<file path="src/rtl/imm_encoder.sv">
// imm_encoder: builds RV32I program words from an instruction skeleton and a
// signed immediate. The immediate is range-checked against the format implied by
// the opcode, scattered into the instruction's immediate fields, and presented
// through a single registered valid/ready stage together with a running byte
// address and saturating good/bad word counters.
module imm_encoder #(
  parameter int          ADDR_W    = 10,
  parameter int unsigned BASE_ADDR = 0,
  parameter int          CNT_W     = 16
) (
  input  logic              clk,
  input  logic              rst_n,
  input  logic              clr,
  input  logic              in_valid,
  output logic              in_ready,
  input  logic [31:0]       in_base,
  input  logic [31:0]       in_imm,
  output logic              out_valid,
  input  logic              out_ready,
  output logic [31:0]       out_instr,
  output logic [ADDR_W-1:0] out_addr,
  output logic              out_err,
  output logic [CNT_W-1:0]  cnt_ok,
  output logic [CNT_W-1:0]  cnt_err
);

  // Opcodes that carry an immediate this block knows how to place.
  typedef enum logic [6:0] {
    OP_LOAD   = 7'd3,
    OP_OPIMM  = 7'd19,
    OP_STORE  = 7'd35,
    OP_BRANCH = 7'd99,
    OP_JAL    = 7'd111
  } opcode_e;

  // Substituted for the whole word whenever encoding fails (addi x0,x0,0).
  localparam logic [31:0]       NOP_INSTR = 32'h0000_0013;
  localparam logic [ADDR_W-1:0] ADDR_BASE = ADDR_W'(BASE_ADDR);
  localparam logic [ADDR_W-1:0] ADDR_STEP = ADDR_W'(4);
  localparam logic [CNT_W-1:0]  CNT_MAX   = {CNT_W{1'b1}};

  // Bits [31:25] of the skeleton always fall inside an immediate field for the
  // supported formats, so they never reach the output.
  logic base_unused;
  assign base_unused = ^in_base[31:25];

  // Handshake
  logic accept;
  logic xfer;

  assign in_ready = ~out_valid | out_ready;
  assign accept   = in_valid & in_ready;
  assign xfer     = out_valid & out_ready;

  // Range checks: every bit above the field MSB must replicate the sign bit.
  logic fits_12;  // I/S: imm[11] is the sign bit
  logic fits_13;  // B:   imm[12] is the sign bit
  logic fits_21;  // J:   imm[20] is the sign bit

  assign fits_12 = (&in_imm[31:11]) | ~(|in_imm[31:11]);
  assign fits_13 = (&in_imm[31:12]) | ~(|in_imm[31:12]);
  assign fits_21 = (&in_imm[31:20]) | ~(|in_imm[31:20]);

  logic [31:0] enc_instr;
  logic        enc_err;

  // Scatter the immediate into the fields selected by the opcode.
  always_comb begin
    // NOTE: defaults first so every path assigns every output; otherwise a latch is inferred.
    enc_instr = NOP_INSTR;
    enc_err   = 1'b1;
    case (in_base[6:0])
      OP_LOAD, OP_OPIMM: begin
        if (fits_12) begin
          enc_instr = {in_imm[11:0], in_base[19:0]};
          enc_err   = 1'b0;
        end
      end
      OP_STORE: begin
        if (fits_12) begin
          enc_instr = {in_imm[11:5], in_base[24:12], in_imm[4:0], in_base[6:0]};
          enc_err   = 1'b0;
        end
      end
      OP_BRANCH: begin
        if (fits_13 && !in_imm[0]) begin
          enc_instr = {in_imm[12], in_imm[10:5], in_base[24:12],
                       in_imm[4:1], in_imm[11], in_base[6:0]};
          enc_err   = 1'b0;
        end
      end
      OP_JAL: begin
        if (fits_21 && !in_imm[0]) begin
          enc_instr = {in_imm[20], in_imm[10:1], in_imm[11],
                       in_imm[19:12], in_base[11:0]};
          enc_err   = 1'b0;
        end
      end
      default: ;
    endcase
  end

  // Address to hand to the next loaded word. A transfer in this cycle already
  // consumes the current address, so a back-to-back load gets the advanced one;
  // clr overrides both.
  logic [ADDR_W-1:0] next_addr;
  logic [ADDR_W-1:0] addr_eff;

  always_comb begin
    addr_eff = next_addr;
    if (clr) begin
      addr_eff = ADDR_BASE;
    end else if (xfer) begin
      addr_eff = next_addr + ADDR_STEP;
    end
  end

  // Output register stage and running address.
  always_ff @(posedge clk) begin
    // NOTE: sequential state uses non-blocking assignments so every register samples pre-edge values.
    if (!rst_n) begin
      out_valid <= 1'b0;
      out_instr <= 32'h0;
      out_err   <= 1'b0;
      out_addr  <= ADDR_BASE;
      next_addr <= ADDR_BASE;
    end else begin
      next_addr <= addr_eff;
      if (accept) begin
        out_valid <= 1'b1;
        out_instr <= enc_instr;
        out_err   <= enc_err;
        out_addr  <= addr_eff;
      end else if (xfer) begin
        out_valid <= 1'b0;
      end
    end
  end

  // Saturating counters of transferred good and bad words.
  always_ff @(posedge clk) begin
    if (!rst_n) begin
      cnt_ok  <= '0;
      cnt_err <= '0;
    end else if (clr) begin
      cnt_ok  <= '0;
      cnt_err <= '0;
    end else if (xfer) begin
      if (out_err) begin
        if (cnt_err != CNT_MAX) cnt_err <= cnt_err + 1'b1;
      end else begin
        if (cnt_ok != CNT_MAX) cnt_ok <= cnt_ok + 1'b1;
      end
    end
  end

endmodule

</file>
<file path="config.mk">
export PLATFORM = sky130hd
export DESIGN_NAME = imm_encoder
export DESIGN_NICKNAME = d
export VERILOG_FILES = /design/src/rtl/imm_encoder.sv
export SDC_FILE = /design/constraint.sdc
export NUM_CORES = 1
export LEC_CHECK = 0
export BUFFER_PORTS_ARGS = -buffer_cell sky130_fd_sc_hd__buf_2
export CAP_MARGIN = 20
export CELL_PAD_IN_SITES_DETAIL_PLACEMENT = 0
export CELL_PAD_IN_SITES_GLOBAL_PLACEMENT = 1
export CORE_MARGIN = 2
export CORE_UTILIZATION = 36
export DETAILED_ROUTE_END_ITERATION = 8
export PLACE_DENSITY = 0.83
export RECOVER_POWER = 100
export SYNTH_ARGS = -nofsm -noshare
export SYNTH_HDL_FRONTEND = slang
export SYNTH_SLANG_ARGS = --single-unit
export TNS_END_PERCENT = 20
</file>
<file path="constraint.sdc">
create_clock -name clk -period 2 [get_ports clk]
set_input_delay 0.2 -clock clk [delete_from_list [all_inputs] [get_ports clk]]
set_output_delay 0.2 -clock clk [all_outputs]
set_load 0.05 [all_outputs]
</file>
---- Yosys cells after proc, flatten, opt, wreduce, memory -nomap -nowiden ----
Cells that the tools add are included.
word-level totals
  input bits .............................. 69
  register bits ........................... 86
  word-level logic and storage cells ...... 57
  output and inout port bits .............. 77
operators by class
  bitwise gates (word level) .............. 12
  reductions and logical operators ........ 15
  multiplexer cells ....................... 13
  equal/unequal tests ..................... 7
  $add $sub $neg .......................... 3
operators with widths
  operator                 count
  $mux W32                 4
  $pmux W32 S4             1
  $add A16 B1 Y16 const B  2
  $ne A16 B16 Y1 const B   2
  $reduce_and A21 Y1       1
  $reduce_or A21 Y1        1
  $mux W10                 2
  $reduce_and A20 Y1       1
  $reduce_or A20 Y1        1
  $eq A7 B7 Y1 const B     2
  $reduce_and A12 Y1       1
  $reduce_or A12 Y1        1
  $add A10 B3 Y10 const B  1
  $eq A7 B2 Y1 const B     1
  $eq A7 B5 Y1 const B     1
  $eq A7 B6 Y1 const B     1
  $not A1 Y1               6
  $reduce_and A3 Y1        2
  $mux W1                  5
  $or A1 B1 Y1             4
  $reduce_or A2 Y1         2
  $pmux W1 S3              1
  $reduce_or A3 Y1         1
  $and A1 B1 Y1            2
  3 further kinds          4

---- Depth between registers and ports, before layout ----
Gate-level depths: netlist of the first run.
  depth after elaboration ................. 6
  mapped depth ............................ 7

---- Worst setup path before layout of the first run ----
OpenSTA, ideal clock, no wires.
  kind .................................... register to register
  from .................................... reg out_valid
  to ...................................... reg out_instr[23]
  required time ........................... 1878 ps
  arrival time ............................ 2307 ps
  stages on the path, launching flop included .. 8
  clock period less this slack ............ 2429 ps
  path slack .............................. -429 ps
  cell sequence ........................... dfxtp_1 -> nand2b_1 -> nand3_1 -> a211oi_2 -> and2_1 -> a31o_1 -> buf_4 -> a221o_1
on the way
  cells in the longest elaborated chain, start to end .. 3
RTL lines
  what                    line  text
  from (decl)             18    output logic out_valid,
  from (signal assigned)  122   out_valid <= 1'b0;
  from (signal assigned)  130   out_valid <= 1'b1;
  from (signal assigned)  135   out_valid <= 1'b0;
  $not A1 Y1              51    assign in_ready = ~out_valid | out_ready;
  $or A1 B1 Y1            51
  via in_ready            15    output logic in_ready,
  $and A1 B1 Y1           52    assign accept = in_valid & in_ready;
  to (signal assigned)    131   out_instr <= enc_instr;
  to (decl)               20    output logic [31:0] out_instr,
The timed path passes the listed nets, and every way through them passes these cells.
A chain may end at the register's enable or synchronous reset.

---- Worst setup path after layout of the first run ----
  from .................................... reg cnt_err[1]
  to ...................................... reg cnt_err[10]
on the way
  cells in the longest elaborated chain, start to end .. 2
  elaborated cells on any way between the ends .. 3
RTL lines
  what                                                                     line  text
  from (decl)                                                              24    output logic [CNT_W-1:0] cnt_err
  from (signal assigned)                                                   150   if (cnt_err != CNT_MAX) cnt_err <= cnt_err + 1'b1;
  parallel branches: the longest is 2 deep, another holds $add A16 B1 Y16  n/a
Several ways; the timed one is not identified.

==> summary.md, run 1 <==
| Metric | Value |
|---|---|
| Status | finished, final reports clean |
| Synth-to-layout area growth | 28.0% |
| Total core area | 0.0103 mm^2 |
| # hold bufs at CTS | 0 |
| Post-Route WL | 10,200 um |
| GR Util All Layers | 17.9% |
| RSZ-0062 raised after global routing | false |
| Num CTS Buffers | 9 |
| Initial antenna violation count | 0 |
| CP max FO | 5 |
| Remaining DRCs | 0 |
| 1st-pass router iterations | 4 |
| Starting Density | between 30% and 40% |
| Netlist cell types | between 50 and 60 |
| Clock Latency Late Sink | approximately 0.35 ns |
| Fillcell total | 1,066 |
| Yosys warns | 0 |
| CTS tree | built |
| Critical path's slowest cell | or4_1 |
| CTS Buffer Depth | 2 |
| H-tree levels | 3 |
| Max Freq | 544 MHz |
| Final worst slack | 0.163 ns |
| I/O pins | 146 |
| Crit Path Class | flop to flop |
| Crit path cell chain | ha_1 > nand3_1 > or4_1 > or3_1 > a21oi_1 |
| Leakage | 0.00191 uW |
| Tightest Pin Transition | 0.668 ns |
| GP Congestion | 0.826 |
| Pins Over Slew Limit | 0 |
| Multi-input gate area | 0.00202 mm^2 |
| Largest net degree at the start of global routing | 19 |
| Layout net count | 654 |
| Reg area | 0.00172 mm^2 |
| Initial DRC Count | 191 |
| WP data required | 2.28 ns |
| Post-DP HPWL | 7870 um |
| Vias per inst | 5.11 |
| Fin crit share | 91.8% |
| Synth Register Bits | 86 |
| Root buf cell | clkbuf_8 |
| Setup violators final | 0 |
| Sinks on Clock Net | 86 |
| CP startpoint kind | flop |
| PortBufs | 138 |
| VDD IR max | between 300 and 400 uV |
| Wire per inst | between 10 and 15 um |
| Mean post-synth cell area | 9.07 um^2 |
| Synthesized area | around 0.0038 mm^2 |
| First-pass GRT wire length | about 17,000 um |
| Part of the Yosys area used for sequential elements | 44.9% |
| Vias in the first global route | 3,605 |
| Post-CTS Resized | 0 |
| Cell Pwr Density | 681 mW/mm^2 |
| N_diodes | 0 |
| Layout cells sized above 1 | 17.2% |
| Synthesized instance count | 423 |
| Synth top area share | 44.9% |
| CTS clock-pin slew for the worst setup and hold paths | 0.09 ns |
| FP Rows | 37 |
| Synth Net Count | 495 |
| Fraction of registers with async set/reset | 0% |
| Final ANT Viol Nets | 0 |
| Synth top area cells | dfxtp_1, nand2_1, xor2_1 |
| DR vias | about 3,700 |
| Critical path endpoint category | flop |
| Total power | 3340 uW |
| Main synth FF type | dfxtp_1 |
| Hold/Removal Path Class | input port to flop |
| Total global routing overflow | 0 |
| Rel. slew slack | roughly 55% |
| WP data arrival | 2.12 ns |
| Post-route minimum period | 1.84 ns |
| Area leader, netlist | dfxtp_1 |
| Endpoints failing hold | 0 |
| Die area | 0.0115 mm^2 |
| Post-CTS Setup Bufs | 0 |
| Die X-Extent | about 110 um |
| Worst path max stage delay | ~0.64 ns |
| Die H | approximately 110 um |
| Max-Cap Viols | 0 |
| Pre-CTS WS | -0.0547 ns |
| Clk_skew | 0.0135 ns |
| Post-synth EDFFs | 0 |
==> worst paths after layout <==
path	from	to	slack, ns	depth (start not counted)
setup reg to reg	cnt_err[1]$_SDFFE_PP0P_	cnt_err[10]$_SDFFE_PP0P_	0.16	5
setup / recovery	cnt_err[1]$_SDFFE_PP0P_	cnt_err[10]$_SDFFE_PP0P_	0.16	5
hold / removal	in_base[18]	out_instr[18]$_SDFFE_PN0P_	0.04	2
hold reg to reg	out_instr[3]$_SDFFE_PN0P_	out_instr[3]$_SDFFE_PN0P_	0.46	1
==> kinds of logic after synthesis <==
logic type | synth area share [%]
and+or+nand+nor | 26.9
adders and majority gates | 0.979
xor gates and xnor gates | 7.08
buffers and inverters | 2.05
DFF | 44.9
AOI/OAI and AO/OA | 18.1
==> routing by layer <==
layer	wire [um]	global-route usage, %	vias to the layer above
li1	-	-	1874
met1	4700	22.5	1714
met2	4880	30.7	93
met3	514	3.40	10
met4	82	6.12	0
met5	0	0	-
==> where the power goes <==
| part | total, uW | leakage [uW] | switching [uW] | internal (uW) |
|---|---|---|---|---|
| logic | 239 | 0.00110 | 155 | 84.1 |
| registers | 1730 | 0.000694 | 8.28 | 1720 |
| clock network | 1370 | 0.000113 | 632 | 742 |
| total | 3340 | 0.00191 | 795 | 2550 |
==> sequential cells by signal, summed over array words and instances (netlist names) <==
register	count
cnt_ok	16
out_instr	32
out_err	1
out_valid	1
next_addr	10
out_addr	10
cnt_err	16
==> critical path: cells and delay by family, from the launching register on <==
family	cells	cell delay [ns]
AO/OA/AOI/OAI	1	0.14
adder cells (fa/ha/maj)	1	0.17
flip-flops	1	0.34
AND/OR/NAND/NOR	3	1.12
==> Yosys cell counts (all sizes together) (2+ instances only) <==
| cell type | n |
|---|---|
| o21ai | 10 |
| a21o | 11 |
| or3 | 5 |
| or4 | 2 |
| o22a | 2 |
| inv | 6 |
| or2 | 2 |
| o211ai | 2 |
| dfxtp | 86 |
| a211oi | 2 |
| xnor2 | 15 |
| nand3 | 21 |
| o21a | 3 |
| and4 | 4 |
| xor2 | 16 |
| nor3 | 16 |
| a221o | 11 |
| nand4 | 17 |
| a21oi | 13 |
| a22oi | 6 |
| nor2 | 35 |
| buf | 2 |
| ha | 3 |
| nand2 | 39 |
| nand2b | 3 |
| a22o | 15 |
| nor2b | 6 |
| and3 | 11 |
| clkbuf | 11 |
| nand3b | 2 |
| and2 | 17 |
| nor4 | 10 |
| a21boi | 4 |
| nor3b | 2 |
==> metrics by stage <==
| stage | util [%] | TNS (ns) | hold slack, ns | std cells | cell area, um^2 |
|---|---|---|---|---|---|
| finish | 47.6 | 0 | 0.0410 | 723 | 4910 |
| global route | 47.6 | 0 | 0.0186 | 723 | 4910 |
| CTS | 49.0 | 0 | 0.0227 | 723 | 5050 |
| detailed placement | 46.8 | -0.348 | 0.399 | 707 | 4830 |
| global placement | 46.8 | 0 | 0.395 | 707 | 4830 |
| floorplan | - | -1.42 | 0.310 | 423 | 3840 |
==> placed cells by master, fill, tap and decap left out, types with 6 or more instances in the layout <==
cell,netlist,routed
inv_1,6,6
a22o_1,15,15
nor3_1,15,16
and2_1,17,9
nand4_1,17,17
buf_2,0,59
nor2b_1,6,6
a21oi_1,10,10
and3_1,11,11
xor2_1,16,16
a22oi_1,6,6
nor2_1,35,35
clkbuf_8,0,10
nand2_1,38,38
dfxtp_1,86,86
clkbuf_1,11,83
and2_0,0,8
nor4_1,10,10
a21o_1,11,11
buf_4,2,18
o21ai_0,7,7
xnor2_1,15,15
a221o_1,11,11
nand3_1,21,21
==> area by class of cell <==
class	instances	area share, %
Clock buffer	11	2.88
Multi-Input combinational cell	318	41.2
Inverter	6	0.459
Timing Repair Buffer	161	15.2
Sequential cell	86	35.1
Clock inverter	5	1.68
Tap cell	136	3.47
(Power assumes the default switching activity.)
==> inputs of run 2 (changes only) <==
--- a/config.mk
+++ b/config.mk
@@ -5,14 +5,15 @@
 export SDC_FILE = /design/constraint.sdc
 export NUM_CORES = 1
 export LEC_CHECK = 0
+export ABC_AREA = 1
 export BUFFER_PORTS_ARGS = -buffer_cell sky130_fd_sc_hd__buf_2
 export CAP_MARGIN = 20
 export CELL_PAD_IN_SITES_DETAIL_PLACEMENT = 0
 export CELL_PAD_IN_SITES_GLOBAL_PLACEMENT = 1
 export CORE_MARGIN = 2
-export CORE_UTILIZATION = 36
+export CORE_UTILIZATION = 34
 export DETAILED_ROUTE_END_ITERATION = 8
-export PLACE_DENSITY = 0.83
+export PLACE_DENSITY = 0.82
 export RECOVER_POWER = 100
 export SYNTH_ARGS = -nofsm -noshare
 export SYNTH_HDL_FRONTEND = slang
==> run 2 against run 1 <==
Compared with the run above:
- count of clock-buffer cells in the layout decreased by 2
- sequential cell count unchanged
- register-to-register slack better by 0.03 ns
- maximum frequency increased by 1.7%
- utilization shrank 4.1 points
- synthesized cell count is 62% higher
- critical endpoint is now cnt_err[3]$_SDFFE_PP0P_
- largest cell class unchanged
- highest routed layer unchanged
==> summary.md, run 2 <==
| Metric | Value |
|---|---|
| Critical path endpoint category | flop |
| Final setup TNS | 0 ns (unchanged) |
| Post-CTS Resized | 0 (unchanged) |
| Die H | 118 um (+10%) |
| Post-route minimum period | 1.81 ns (-0.0304 ns) |
| Yosys warns | 0 (unchanged) |
| RSZ-0062 raised after global routing | false |
| Cell Pwr Density | 672 mW/mm^2 (-1.3%) |
| Min-Delay Path Depth | 3 (+1) |
| Synthesized area | 0.00442 mm^2 (+15%) |
| Vias per inst | 4.49 (-12%) |
| 1st-pass router iterations | 4 (unchanged) |
| Setup violators final | 0 (unchanged) |
| Adder-Cell Fraction of Synth Area | 0.850% (-0.13 points) |
| CP startpoint kind | flop |
| Starting Density | 34.9% (-2.3 points) |
| Max-Cap Viols | 0 (unchanged) |
| Fillcell total | 1,447 (+36%) |
| Die area | 0.0139 mm^2 (+21%) |
| H-tree levels | 3 (unchanged) |
| Max Freq | 554 MHz (+1.7%) |
| Main synth FF type | dfxtp_1 |
| Post-CTS Setup Bufs | 0 (unchanged) |
| Synth Net Count | 757 (+53%) |
| Synth top area share | 39.0% (-5.9 points) |
| Endpoints failing hold | 0 (unchanged) |
| Largest regs | out_instr: 32 flops, cnt_err: 16 flops, cnt_ok: 16 flops |
| N_diodes | 0 (unchanged) |
| Post-route cell area | 0.00551 mm^2 (+12%) |
| Hold/Removal Path Class | input port to flop |
| Most frequent cell after synthesis | nand2_1 |
| # hold bufs at CTS | 0 (unchanged) |
| PortBufs | 138 (unchanged) |
| Sinks on Clock Net | 86 (unchanged) |
| Post-Route WL | 11,900 um (+17%) |
| Layout cells sized above 1 | 13.1% (-4.1 points) |
| Post-Synth Simple-Gate Area | 42.6% (+16 points) |
| I/O pins | 146 (unchanged) |
| Max reg flops | 32 (unchanged) |
| VDD IR max | 379 uV (+1.8%) |
| GP Congestion | 0.829 (+0.39%) |
| Most common cell after layout, fill and taps aside | nand2_1 |
| Netlist cell types | 32 (-40%) |
| Worst path max stage delay | 0.39 ns (-0.25 ns) |
| Synth top area cells | dfxtp_1, nand2_1, nor2_1 |
| Cell family with the largest share of critical-path delay | simple AND/OR/NAND/NOR gates |
| Num CTS Buffers | 9 (unchanged) |
| CTS tree | built |
| Fraction of registers with async set/reset | 0% (unchanged) |
| Tightest Pin Transition | 0.870 ns (+0.202 ns) |
| Die X-Extent | 118 um (+10%) |
| Min-delay src | in_imm[9] |
| R2r setup slk | 0.19 ns (+0.03 ns) |
| Remaining DRCs | 0 (unchanged) |
| FP Rows | 41 (+11%) |
| R2r endpoint | cnt_err[3]$_SDFFE_PP0P_ |
| Pins Over Slew Limit | 0 (unchanged) |
| Largest family of logic cells by synthesized area | simple AND/OR/NAND/NOR gates |
| Crit path cell chain | ha_1 > nand3_1 > inv_1 > nand4_1 > nand2_1 > inv_1 > nand2_1 > o21ai_0 > a21oi_1 |
| Crit Path Class | flop to flop |
| Placed Area | 0.00533 mm^2 (+10%) |
| Clock Latency Late Sink | 0.35 ns (about the same) |
| Post-DP HPWL | 8970 um (+14%) |
| Hold WS | 0.0728 ns (+0.0319 ns) |
| Area leader, netlist | dfxtp_1 |
| Total global routing overflow | 0 (unchanged) |
| Root buf cell | clkbuf_16 |
| Synthesized instance count | 685 (+62%) |
| Clk_skew | 0.00797 ns (-0.00549 ns) |
| Rel. slew slack | 41.8% (-14 points) |
| WP data arrival | 2.08 ns (-0.04 ns) |
| CP max FO | 11 (+6) |
| Fin crit share | 90.3% (-1.5 points) |
| Final ANT Viol Nets | 0 (unchanged) |
| Area fraction in compound gates after synthesis | 6.68% (-11 points) |
| Reg with most FFs | out_instr |
| Vias in the first global route | 4,379 (+21%) |
| WP data required | 2.28 ns (about the same) |
| Reg area | 0.00172 mm^2 (about the same) |
| DR vias | 4,517 (+22%) |
| Commonest non-fill, non-tap cells in the layout | nand2_1, nor2_1, dfxtp_1, clkbuf_1, buf_2 |
| Initial antenna violation count | 0 (unchanged) |
| Status | finished, final reports clean |
| CTS Buffer Depth | 2 (unchanged) |
| Mean post-synth cell area | 6.45 um^2 (-29%) |
| Total core area | 0.0127 mm^2 (+23%) |
| Part of the Yosys area used for sequential elements | 39.0% (-5.9 points) |
| Synth-to-layout area growth | 24.8% |
| Post-synth EDFFs | 0 (unchanged) |
| Largest net degree at the start of global routing | 36 (+17) |
| GR Util All Layers | 17.8% (-0.14 points) |
| Wire per inst | 11.8 um (-16%) |
| Synth Register Bits | 86 (unchanged) |
| RR Startpoint | cnt_err[0]$_SDFFE_PP0P_ |
| Commonest cells post-synth | nand2_1, nor2_1, dfxtp_1, inv_1, nand3_1 |
| Critical path's slowest cell | dfxtp_1 |
| Leakage | 0.00231 uW (+21%) |
| Post-Synth XOR/XNOR Area | 4.16% (-2.9 points) |
| Layout net count | 901 (+38%) |
| Reg2reg path depth | 9 (+4) |
| Total power | 3700 uW (+11%) |
| Hold Path Sink | out_instr[29]$_SDFFE_PN0P_ |
| Buffers and inverters on the worst path | 2 (+2) |
| CTS clock-pin slew for the worst setup and hold paths | 0.06 ns (-0.03 ns) |
| Multi-input gate area | 0.00239 mm^2 (+18%) |
| Initial DRC Count | 218 (+14%) |
| First-pass GRT wire length | 20,200 um (+21%) |
| Mux cell area share after synthesis | 0% (unchanged) |
run 2: cell count changes after synthesis, sizes merged, moves of 9 or more:
cell / previous run / this run
a221o: 11 / 0
inv: 6 / 53
nor2: 35 / 95
nand2: 39 / 270
and3: 11 / 1
nand3: 21 / 45
a21o: 11 / 0
xnor2: 15 / 6
a22o: 15 / 0
and2: 17 / 2
o21ai: 10 / 26
a21oi: 13 / 26
run 2: stage by stage:
stage / worst slack (ns) / cells / utilization (%)
final: 0.194 / 1006 / 43.5
after global routing: 0.00776 / 1006 / 43.5
after CTS: 0.197 / 1006 / 44.4
after detailed placement: 0.201 / 990 / 42.1
after global placement: 0.218 / 990 / 42.1
after floorplan: 0.0341 / 685 / -
run 2: logic make-up after synthesis:
kind of cell | count (synthesis)
xor+xnor | 21
compound gates | 55
simple gates | 450
fa+ha+maj | 3
flops | 86
buf+inv | 70
run 2: power breakdown:
group | leakage [uW] | total [uW] | internal (uW) | switching [uW]
Sequential | 0.000695 | 1730 | 1730 | 8.37
Clock | 0.000146 | 1700 | 972 | 725
Combinational | 0.00146 | 273 | 84.1 | 189
Total | 0.00231 | 3700 | 2780 | 922
run 2: tightest hold or removal path, delay by kind of cell:
kind,cells,cell delay (ns)
and+or+nand+nor,2,0.11
buffers and inverters,1,0.08
run 2: metal layers:
metal | routed length, um | GRT usage [%] | part of all wire (%) | up-vias
li1 | - | - | - | 2451
met1 | 5380 | 21.0 | 45 | 1941
met2 | 5530 | 30.2 | 47 | 112
met3 | 806 | 6.10 | 6.8 | 13
met4 | 163 | 5.72 | 1.4 | 0
met5 | 0 | 0 | 0 | -
run 2: how the worst max path moves through the flow:
stage | start | end | slack [ns] | cells past startpoint
final | cnt_err[0]$_SDFFE_PP0P_ | cnt_err[3]$_SDFFE_PP0P_ | 0.19 | 9
after global routing | cnt_ok[1]$_SDFFE_PP0P_ | cnt_ok[2]$_SDFFE_PP0P_ | 0.008 | 11
after CTS | cnt_ok[0]$_SDFFE_PP0P_ | cnt_ok[5]$_SDFFE_PP0P_ | 0.20 | 9
after detailed placement | rst_n | cnt_err[9]$_SDFFE_PP0P_ | 0.20 | 6
after global placement | rst_n | cnt_err[9]$_SDFFE_PP0P_ | 0.22 | 6
after floorplan | cnt_ok[1]$_SDFFE_PP0P_ | cnt_ok[1]$_SDFFE_PP0P_ | 0.03 | 10
run 2: final cells by class:
class / count / area share, %
multi-input cells: 529 / 43.4
flip-flops and latches: 86 / 31.3
repair buffers: 149 / 12.3
clock buffers: 9 / 4.09
well taps: 172 / 3.90
inverters: 54 / 3.68
clock inverters: 7 / 1.34
